**config.mk**
```make
export PLATFORM = sky130hd
export DESIGN_NAME = wb_master_engine_flat
export DESIGN_NICKNAME = d
export VERILOG_FILES = /design/src/rtl/wb_master_engine_if.sv /design/src/rtl/wb_master_engine.sv /design/src/flat_wrapper.sv
export SDC_FILE = /design/constraint.sdc
export NUM_CORES = 1
export LEC_CHECK = 0
export CAP_MARGIN = 20
export CELL_PAD_IN_SITES_DETAIL_PLACEMENT = 0
export CELL_PAD_IN_SITES_GLOBAL_PLACEMENT = 1
export CORE_ASPECT_RATIO = 2
export CORE_MARGIN = 2
export CORE_UTILIZATION = 44
export DETAILED_ROUTE_END_ITERATION = 7
export PLACE_DENSITY_LB_ADDON = 0.1
export REMOVE_ABC_BUFFERS = 1
export SLEW_MARGIN = 20
export SYNTH_ARGS = -nofsm -noshare
export SYNTH_HDL_FRONTEND = slang
export SYNTH_SLANG_ARGS = --single-unit
```
**constraint.sdc**
```tcl
create_clock -name clk_i -period 2.5 [get_ports clk_i]
set_input_delay 0.5 -clock clk_i [delete_from_list [all_inputs] [get_ports clk_i]]
set_output_delay 0.5 -clock clk_i [all_outputs]
set_load 0.1 [all_outputs]
```
**src/rtl/wb_master_engine_if.sv**
```systemverilog
// Command/response and Wishbone bus signals for wb_master_engine.
// The master modport is the engine's view; slave is the view of the environment driving it.
interface wb_master_engine_if #(
    parameter int unsigned ADDR_WIDTH = 2,
    parameter int unsigned DATA_WIDTH = 8
);
    logic                  cmd_valid;
    logic                  cmd_ready;
    logic                  cmd_we;
    logic                  cmd_irq;
    logic [ADDR_WIDTH-1:0] cmd_addr;
    logic [DATA_WIDTH-1:0] cmd_data;
    logic                  rsp_valid;
    logic [DATA_WIDTH-1:0] rsp_data;
    logic                  rsp_err;
    logic                  busy;
    logic                  cyc_o;
    logic                  stb_o;
    logic                  we_o;
    logic [ADDR_WIDTH-1:0] adr_o;
    logic [DATA_WIDTH-1:0] dat_o;
    logic                  ack_i;
    logic [DATA_WIDTH-1:0] dat_i;
    logic                  irq_i;

    modport master (
        input  cmd_valid, cmd_we, cmd_irq, cmd_addr, cmd_data, ack_i, dat_i, irq_i,
        output cmd_ready, rsp_valid, rsp_data, rsp_err, busy,
        output cyc_o, stb_o, we_o, adr_o, dat_o
    );

    modport slave (
        output cmd_valid, cmd_we, cmd_irq, cmd_addr, cmd_data, ack_i, dat_i, irq_i,
        input  cmd_ready, rsp_valid, rsp_data, rsp_err, busy,
        input  cyc_o, stb_o, we_o, adr_o, dat_o
    );
endinterface

```
**src/rtl/wb_master_engine.sv**
```systemverilog
// Queued Wishbone master: commands go through a small FIFO, each becomes one bus cycle
// (with timeout) or an interrupt wait, and each yields one response pulse.
module wb_master_engine #(
    parameter int unsigned ADDR_WIDTH     = 2,
    parameter int unsigned DATA_WIDTH     = 8,
    parameter int unsigned CMD_DEPTH      = 4,
    parameter int unsigned TIMEOUT_CYCLES = 16
) (
    input logic                clk_i,
    input logic                rst_i,
    wb_master_engine_if.master bus
);
    localparam int unsigned PTR_W   = $clog2(CMD_DEPTH);
    localparam int unsigned CNT_W   = $clog2(CMD_DEPTH + 1);
    localparam int unsigned TMR_W   = $clog2(TIMEOUT_CYCLES + 1);
    localparam int unsigned ENTRY_W = 2 + ADDR_WIDTH + DATA_WIDTH;

    typedef enum logic [1:0] {StIdle, StBus, StWaitIrq, StGap} state_e;

    logic [ENTRY_W-1:0] mem_q [CMD_DEPTH];
    logic [PTR_W-1:0]   wr_ptr_q, rd_ptr_q;
    logic [CNT_W-1:0]   count_q;
    logic               cmd_ready, push, pop;
    logic [ENTRY_W-1:0] head;
    logic               head_irq, head_we;
    logic [ADDR_WIDTH-1:0] head_addr;
    logic [DATA_WIDTH-1:0] head_data;

    state_e             state_q, state_d;
    logic [TMR_W-1:0]   timer_q, timer_d;
    logic               cyc_q, cyc_d, we_q, we_d;
    logic [ADDR_WIDTH-1:0] adr_q, adr_d;
    logic [DATA_WIDTH-1:0] dat_q, dat_d;
    logic               rsp_valid_q, rsp_valid_d, rsp_err_q, rsp_err_d;
    logic [DATA_WIDTH-1:0] rsp_data_q, rsp_data_d;

    assign cmd_ready = count_q < CNT_W'(CMD_DEPTH);
    assign push      = bus.cmd_valid && cmd_ready;
    assign pop       = (state_q == StIdle) && (count_q != '0);

    assign head      = mem_q[rd_ptr_q];
    assign head_irq  = head[ENTRY_W-1];
    assign head_we   = head[ENTRY_W-2];
    assign head_addr = head[DATA_WIDTH +: ADDR_WIDTH];
    assign head_data = head[0 +: DATA_WIDTH];

    // Pointers wrap naturally since CMD_DEPTH is a power of two.
    always_ff @(posedge clk_i) begin
        if (rst_i) begin
            wr_ptr_q <= '0;
            rd_ptr_q <= '0;
            count_q  <= '0;
        end else begin
            if (push) begin
                mem_q[wr_ptr_q] <= {bus.cmd_irq, bus.cmd_we, bus.cmd_addr, bus.cmd_data};
                wr_ptr_q        <= wr_ptr_q + PTR_W'(1);
            end
            if (pop) begin
                rd_ptr_q <= rd_ptr_q + PTR_W'(1);
            end
            unique case ({push, pop})
                2'b10:   count_q <= count_q + CNT_W'(1);
                2'b01:   count_q <= count_q - CNT_W'(1);
                default: count_q <= count_q;
            endcase
        end
    end

    always_comb begin
        state_d     = state_q;
        timer_d     = timer_q;
        cyc_d       = cyc_q;
        we_d        = we_q;
        adr_d       = adr_q;
        dat_d       = dat_q;
        rsp_valid_d = 1'b0;
        rsp_err_d   = 1'b0;
        rsp_data_d  = '0;
        unique case (state_q)
            StIdle: begin
                if (pop) begin
                    if (head_irq) begin
                        state_d = StWaitIrq;
                    end else begin
                        state_d = StBus;
                        cyc_d   = 1'b1;
                        we_d    = head_we;
                        adr_d   = head_addr;
                        dat_d   = head_we ? head_data : '0;
                        timer_d = '0;
                    end
                end
            end
            StBus: begin
                // Ack takes priority over a timeout landing on the same edge.
                if (bus.ack_i || (timer_q == TMR_W'(TIMEOUT_CYCLES - 1))) begin
                    state_d     = StGap;
                    cyc_d       = 1'b0;
                    we_d        = 1'b0;
                    adr_d       = '0;
                    dat_d       = '0;
                    timer_d     = '0;
                    rsp_valid_d = 1'b1;
                    rsp_err_d   = !bus.ack_i;
                    rsp_data_d  = (bus.ack_i && !we_q) ? bus.dat_i : '0;
                end else begin
                    timer_d = timer_q + TMR_W'(1);
                end
            end
            StWaitIrq: begin
                if (bus.irq_i) begin
                    state_d     = StGap;
                    rsp_valid_d = 1'b1;
                end
            end
            StGap:   state_d = StIdle;
            default: state_d = StIdle;
        endcase
    end

    always_ff @(posedge clk_i) begin
        if (rst_i) begin
            state_q     <= StIdle;
            timer_q     <= '0;
            cyc_q       <= 1'b0;
            we_q        <= 1'b0;
            adr_q       <= '0;
            dat_q       <= '0;
            rsp_valid_q <= 1'b0;
            rsp_err_q   <= 1'b0;
            rsp_data_q  <= '0;
        end else begin
            state_q     <= state_d;
            timer_q     <= timer_d;
            cyc_q       <= cyc_d;
            we_q        <= we_d;
            adr_q       <= adr_d;
            dat_q       <= dat_d;
            rsp_valid_q <= rsp_valid_d;
            rsp_err_q   <= rsp_err_d;
            rsp_data_q  <= rsp_data_d;
        end
    end

    assign bus.cmd_ready = cmd_ready;
    assign bus.busy      = (state_q != StIdle) || (count_q != '0);
    assign bus.rsp_valid = rsp_valid_q;
    assign bus.rsp_err   = rsp_err_q;
    assign bus.rsp_data  = rsp_data_q;
    assign bus.cyc_o     = cyc_q;
    assign bus.stb_o     = cyc_q;
    assign bus.we_o      = we_q;
    assign bus.adr_o     = adr_q;
    assign bus.dat_o     = dat_q;
endmodule

```
**src/flat_wrapper.sv**
```systemverilog
// flat-port wrapper written by rule: the top's interface ports become plain ports
module wb_master_engine_flat 
#(
    parameter int unsigned ADDR_WIDTH     = 2,
    parameter int unsigned DATA_WIDTH     = 8,
    parameter int unsigned CMD_DEPTH      = 4,
    parameter int unsigned TIMEOUT_CYCLES = 16
)
  (clk_i, rst_i, bus_cmd_valid, bus_cmd_we, bus_cmd_irq, bus_cmd_addr, bus_cmd_data, bus_ack_i, bus_dat_i, bus_irq_i, bus_cmd_ready, bus_rsp_valid, bus_rsp_data, bus_rsp_err, bus_busy, bus_cyc_o, bus_stb_o, bus_we_o, bus_adr_o, bus_dat_o);
  wb_master_engine_if #(.ADDR_WIDTH(ADDR_WIDTH), .DATA_WIDTH(DATA_WIDTH)) bus_i ();
  input logic clk_i;
  input logic rst_i;
  input wire logic [$bits(bus_i.cmd_valid)-1:0] bus_cmd_valid;
  input wire logic [$bits(bus_i.cmd_we)-1:0] bus_cmd_we;
  input wire logic [$bits(bus_i.cmd_irq)-1:0] bus_cmd_irq;
  input wire logic [$bits(bus_i.cmd_addr)-1:0] bus_cmd_addr;
  input wire logic [$bits(bus_i.cmd_data)-1:0] bus_cmd_data;
  input wire logic [$bits(bus_i.ack_i)-1:0] bus_ack_i;
  input wire logic [$bits(bus_i.dat_i)-1:0] bus_dat_i;
  input wire logic [$bits(bus_i.irq_i)-1:0] bus_irq_i;
  output wire logic [$bits(bus_i.cmd_ready)-1:0] bus_cmd_ready;
  output wire logic [$bits(bus_i.rsp_valid)-1:0] bus_rsp_valid;
  output wire logic [$bits(bus_i.rsp_data)-1:0] bus_rsp_data;
  output wire logic [$bits(bus_i.rsp_err)-1:0] bus_rsp_err;
  output wire logic [$bits(bus_i.busy)-1:0] bus_busy;
  output wire logic [$bits(bus_i.cyc_o)-1:0] bus_cyc_o;
  output wire logic [$bits(bus_i.stb_o)-1:0] bus_stb_o;
  output wire logic [$bits(bus_i.we_o)-1:0] bus_we_o;
  output wire logic [$bits(bus_i.adr_o)-1:0] bus_adr_o;
  output wire logic [$bits(bus_i.dat_o)-1:0] bus_dat_o;
  assign bus_i.cmd_valid = bus_cmd_valid;
  assign bus_i.cmd_we = bus_cmd_we;
  assign bus_i.cmd_irq = bus_cmd_irq;
  assign bus_i.cmd_addr = bus_cmd_addr;
  assign bus_i.cmd_data = bus_cmd_data;
  assign bus_i.ack_i = bus_ack_i;
  assign bus_i.dat_i = bus_dat_i;
  assign bus_i.irq_i = bus_irq_i;
  assign bus_cmd_ready = bus_i.cmd_ready;
  assign bus_rsp_valid = bus_i.rsp_valid;
  assign bus_rsp_data = bus_i.rsp_data;
  assign bus_rsp_err = bus_i.rsp_err;
  assign bus_busy = bus_i.busy;
  assign bus_cyc_o = bus_i.cyc_o;
  assign bus_stb_o = bus_i.stb_o;
  assign bus_we_o = bus_i.we_o;
  assign bus_adr_o = bus_i.adr_o;
  assign bus_dat_o = bus_i.dat_o;
  wb_master_engine #(.ADDR_WIDTH(ADDR_WIDTH), .DATA_WIDTH(DATA_WIDTH), .CMD_DEPTH(CMD_DEPTH), .TIMEOUT_CYCLES(TIMEOUT_CYCLES)) u_core (.clk_i(clk_i), .rst_i(rst_i), .bus(bus_i));
endmodule
```
==> reports/qor.txt, run 1 <==
Final TNS setup: 0 ns
CTS tree: yes
Tcrit/Tclk final: 89.6%
static leakage: 1.58 nW
row cnt: 45
CP Class: reg2out
TritonCTS Sinks: 86
Fin Clk Skew: 0.00744 ns
worst path required time: 2.00 ns
Async S/R FF share, synth: 0%
Post-synth EDFFs: 48
vias in the first global route: 2053
most frequent cell after synthesis: edfxtp_1
final setup fails: 0
area grow syn2layout: 27.2%
Startpoint Class: register
worst hold slack: 0.480 ns
Yosys reg bits: 86
Post-DRT Antenna Nets: 0
RD Place Congestion: 0.679
first-pass GRT wire length: 10000 µm
hold_buf cts: 0
Max Cap Viol: 0
Remaining Overflow, GRT: 0
hold crit path type: reg2reg
TritonCTS buffer count: 9
critical-path maximum fanout: 8
worst vdd rail ir drop: 0.000672 V
area leader, netlist: edfxtp_1
Met3 Wirelength: 233 µm
# diodes: 0
area fraction of the dominant cell type after synthesis: 43.1%
highest routed layer: met4
status: completed
Fill cells: 611
die area: 8350 µm²
setup bufs post-CTS: 0
fmax: 446 MHz
H-Tree Depth: 3
commonest cells in the netlist: edfxtp_1, dfxtp_1, nor2_1, and2_1
Root Buffer: clkbuf_16
Worst slew margin: 56.4%
Yosys warning total: 0
Residual DRC: 0
wire per inst: 15.6 µm
Final nets: 333
Via density: 5.17
Power Density: 1170 nW/µm²
Worst EP arrival: 1.74 ns
max-slew violations: 0
Worst Tran Pin Value: 0.651 ns
initial antenna violation count: 0
Worst Setup End Kind: output port
latest clock arrival within the worst-skew pair: 0.34 ns
share of layout cells above drive strength 1: 23.2%
Met2 Wirelength: 3200 µm
synthesized area: 3340 µm²
top post-synthesis cells by area: edfxtp_1, dfxtp_1, mux4_2, ha_1, nor2_1
WL met1: 2630 µm
DR pass1 iterations: 4
unrepaired setup endpoints after global routing: no
port bufs: 49
CTS max path bufs: 2
post-route minimum period: 2.24 ns
Overall Global Routing Usage: 16.5%
Primary FF master, synth: edfxtp_1
syn avg cell area: 14.4 µm²
CTS clk-pin slew, worst paths: 0.06 ns
cell count after synthesis: 232
post-cts repair resize count: 0
Post-Route WL: 6180 µm
final hold viol count: 0
DR vias: 2048
sequential share of the synthesized area: 65.9%
1st-iter DRT viols: 107
largest net degree at the start of global routing: 21
CORE AREA: 7490 µm²
Die Y: 127 µm
Ports: 50
initial core utilization: 44.6%
hpwl dp: 4150 µm
die width: 65.6 µm
Yosys cell types: 40
[flip-flops by register name, indices dropped and copies added, names as in the netlist, named ones only]
register / count
u_core.mem_q: 48
u_core.wr_ptr_q: 2
u_core.rd_ptr_q: 2
u_core.bus.cyc_o: 1
u_core.bus.rsp_valid: 1
u_core.timer_q: 5
u_core.bus.dat_o: 8
u_core.bus.we_o: 1
u_core.state_q: 2
u_core.count_q: 3
u_core.bus.rsp_data: 8
u_core.bus.adr_o: 2
u_core.bus.rsp_err: 1
[layout make-up]
cell class	instances	area, µm²	share of cell area [%]
Clock buffer	10	250	5.88
Clock inverter	6	46.3	1.09
Inverter	12	45.0	1.06
Multi-Input combinational cell	126	1050	24.8
Sequential cell	86	2200	51.8
Tap cell	94	118	2.77
Timing Repair Buffer	62	538	12.7
[worst paths after layout]
kind	start	endpoint	depth (start not counted)	slack, ns
setup reg to reg	u_core.timer_q[0]$_SDFFE_PP0P_	u_core.timer_q[3]$_SDFFE_PP0P_	6	0.38
hold / removal	u_core.timer_q[1]$_SDFFE_PP0P_	u_core.timer_q[1]$_SDFFE_PP0P_	2	0.48
setup / recovery	u_core.state_q[0]$_SDFFE_PP0P_	bus_busy	7	0.26
hold reg to reg	u_core.timer_q[1]$_SDFFE_PP0P_	u_core.timer_q[1]$_SDFFE_PP0P_	2	0.48
[stage by stage]
step                utilization, %  area (µm²)  std cells  worst slack [ns]  power, mW
finish                        56.8        4250        396             0.259       4.98
global route                  56.8        4250        396             0.142       5.23
CTS                           56.8        4250        396             0.232       5.04
detailed placement            52.8        3960        380            0.0959       3.73
global placement              52.8        3960        380             0.133       3.70
floorplan                        -        3300        224             0.181       3.19
[kinds of logic (layout without fill, tap and decap cells)]
group	Yosys count	after routing	share of synthesized area, %
XOR/XNOR	5	5	1.31
AND/OR/NAND/NOR	65	65	11.0
flip-flops	86	86	65.9
buffers and inverters	20	90	2.62
multiplexers	14	14	8.80
AO/OA/AOI/OAI	31	31	6.10
adder cells (fa/ha/maj)	11	11	4.34
[power breakdown]
group	switching, mW	internal, mW
clock network	0.560	0.747
logic	1.28	0.632
registers	0.0984	1.67
total	1.94	3.05
[layer usage]
layer  track usage, %  vias up
li1                 -      979
met2             27.3       42
met4             8.46        0
met5                0        -
met3             4.14       12
met1             19.6     1015
[critical path, cell delays in order, from the launching register on]
cell and delay (ns):
dfxtp_1 0.35, inv_1 0.07, ha_1 0.21, buf_4 0.17
nor4b_2 0.16, buf_4 0.16, inv_1 0.10, buf_12 0.18
[placed cells by master, fill, tap and decap left out, types with 3 or more instances in the layout]
cell type,Yosys,final
o21ai_1,3,3
and2_1,13,13
inv_1,10,10
mux4_2,11,11
a22oi_1,10,10
a21oi_1,11,11
buf_4,1,37
nor2_1,27,27
xor2_1,3,3
nand2_1,4,4
ha_1,10,10
edfxtp_1,48,48
clkbuf_16,0,10
clkdlybuf4s50_1,0,24
nand2b_1,3,3
dfxtp_1,38,38
Power figures use the tool's default switching activity.
==> inputs of run 2 (changes only) <==
Settings changed: GPL_TIMING_DRIVEN from default to 1.
==> results of run 2 <==
The final DEF is identical to that of run 1; final timing and power are the same.
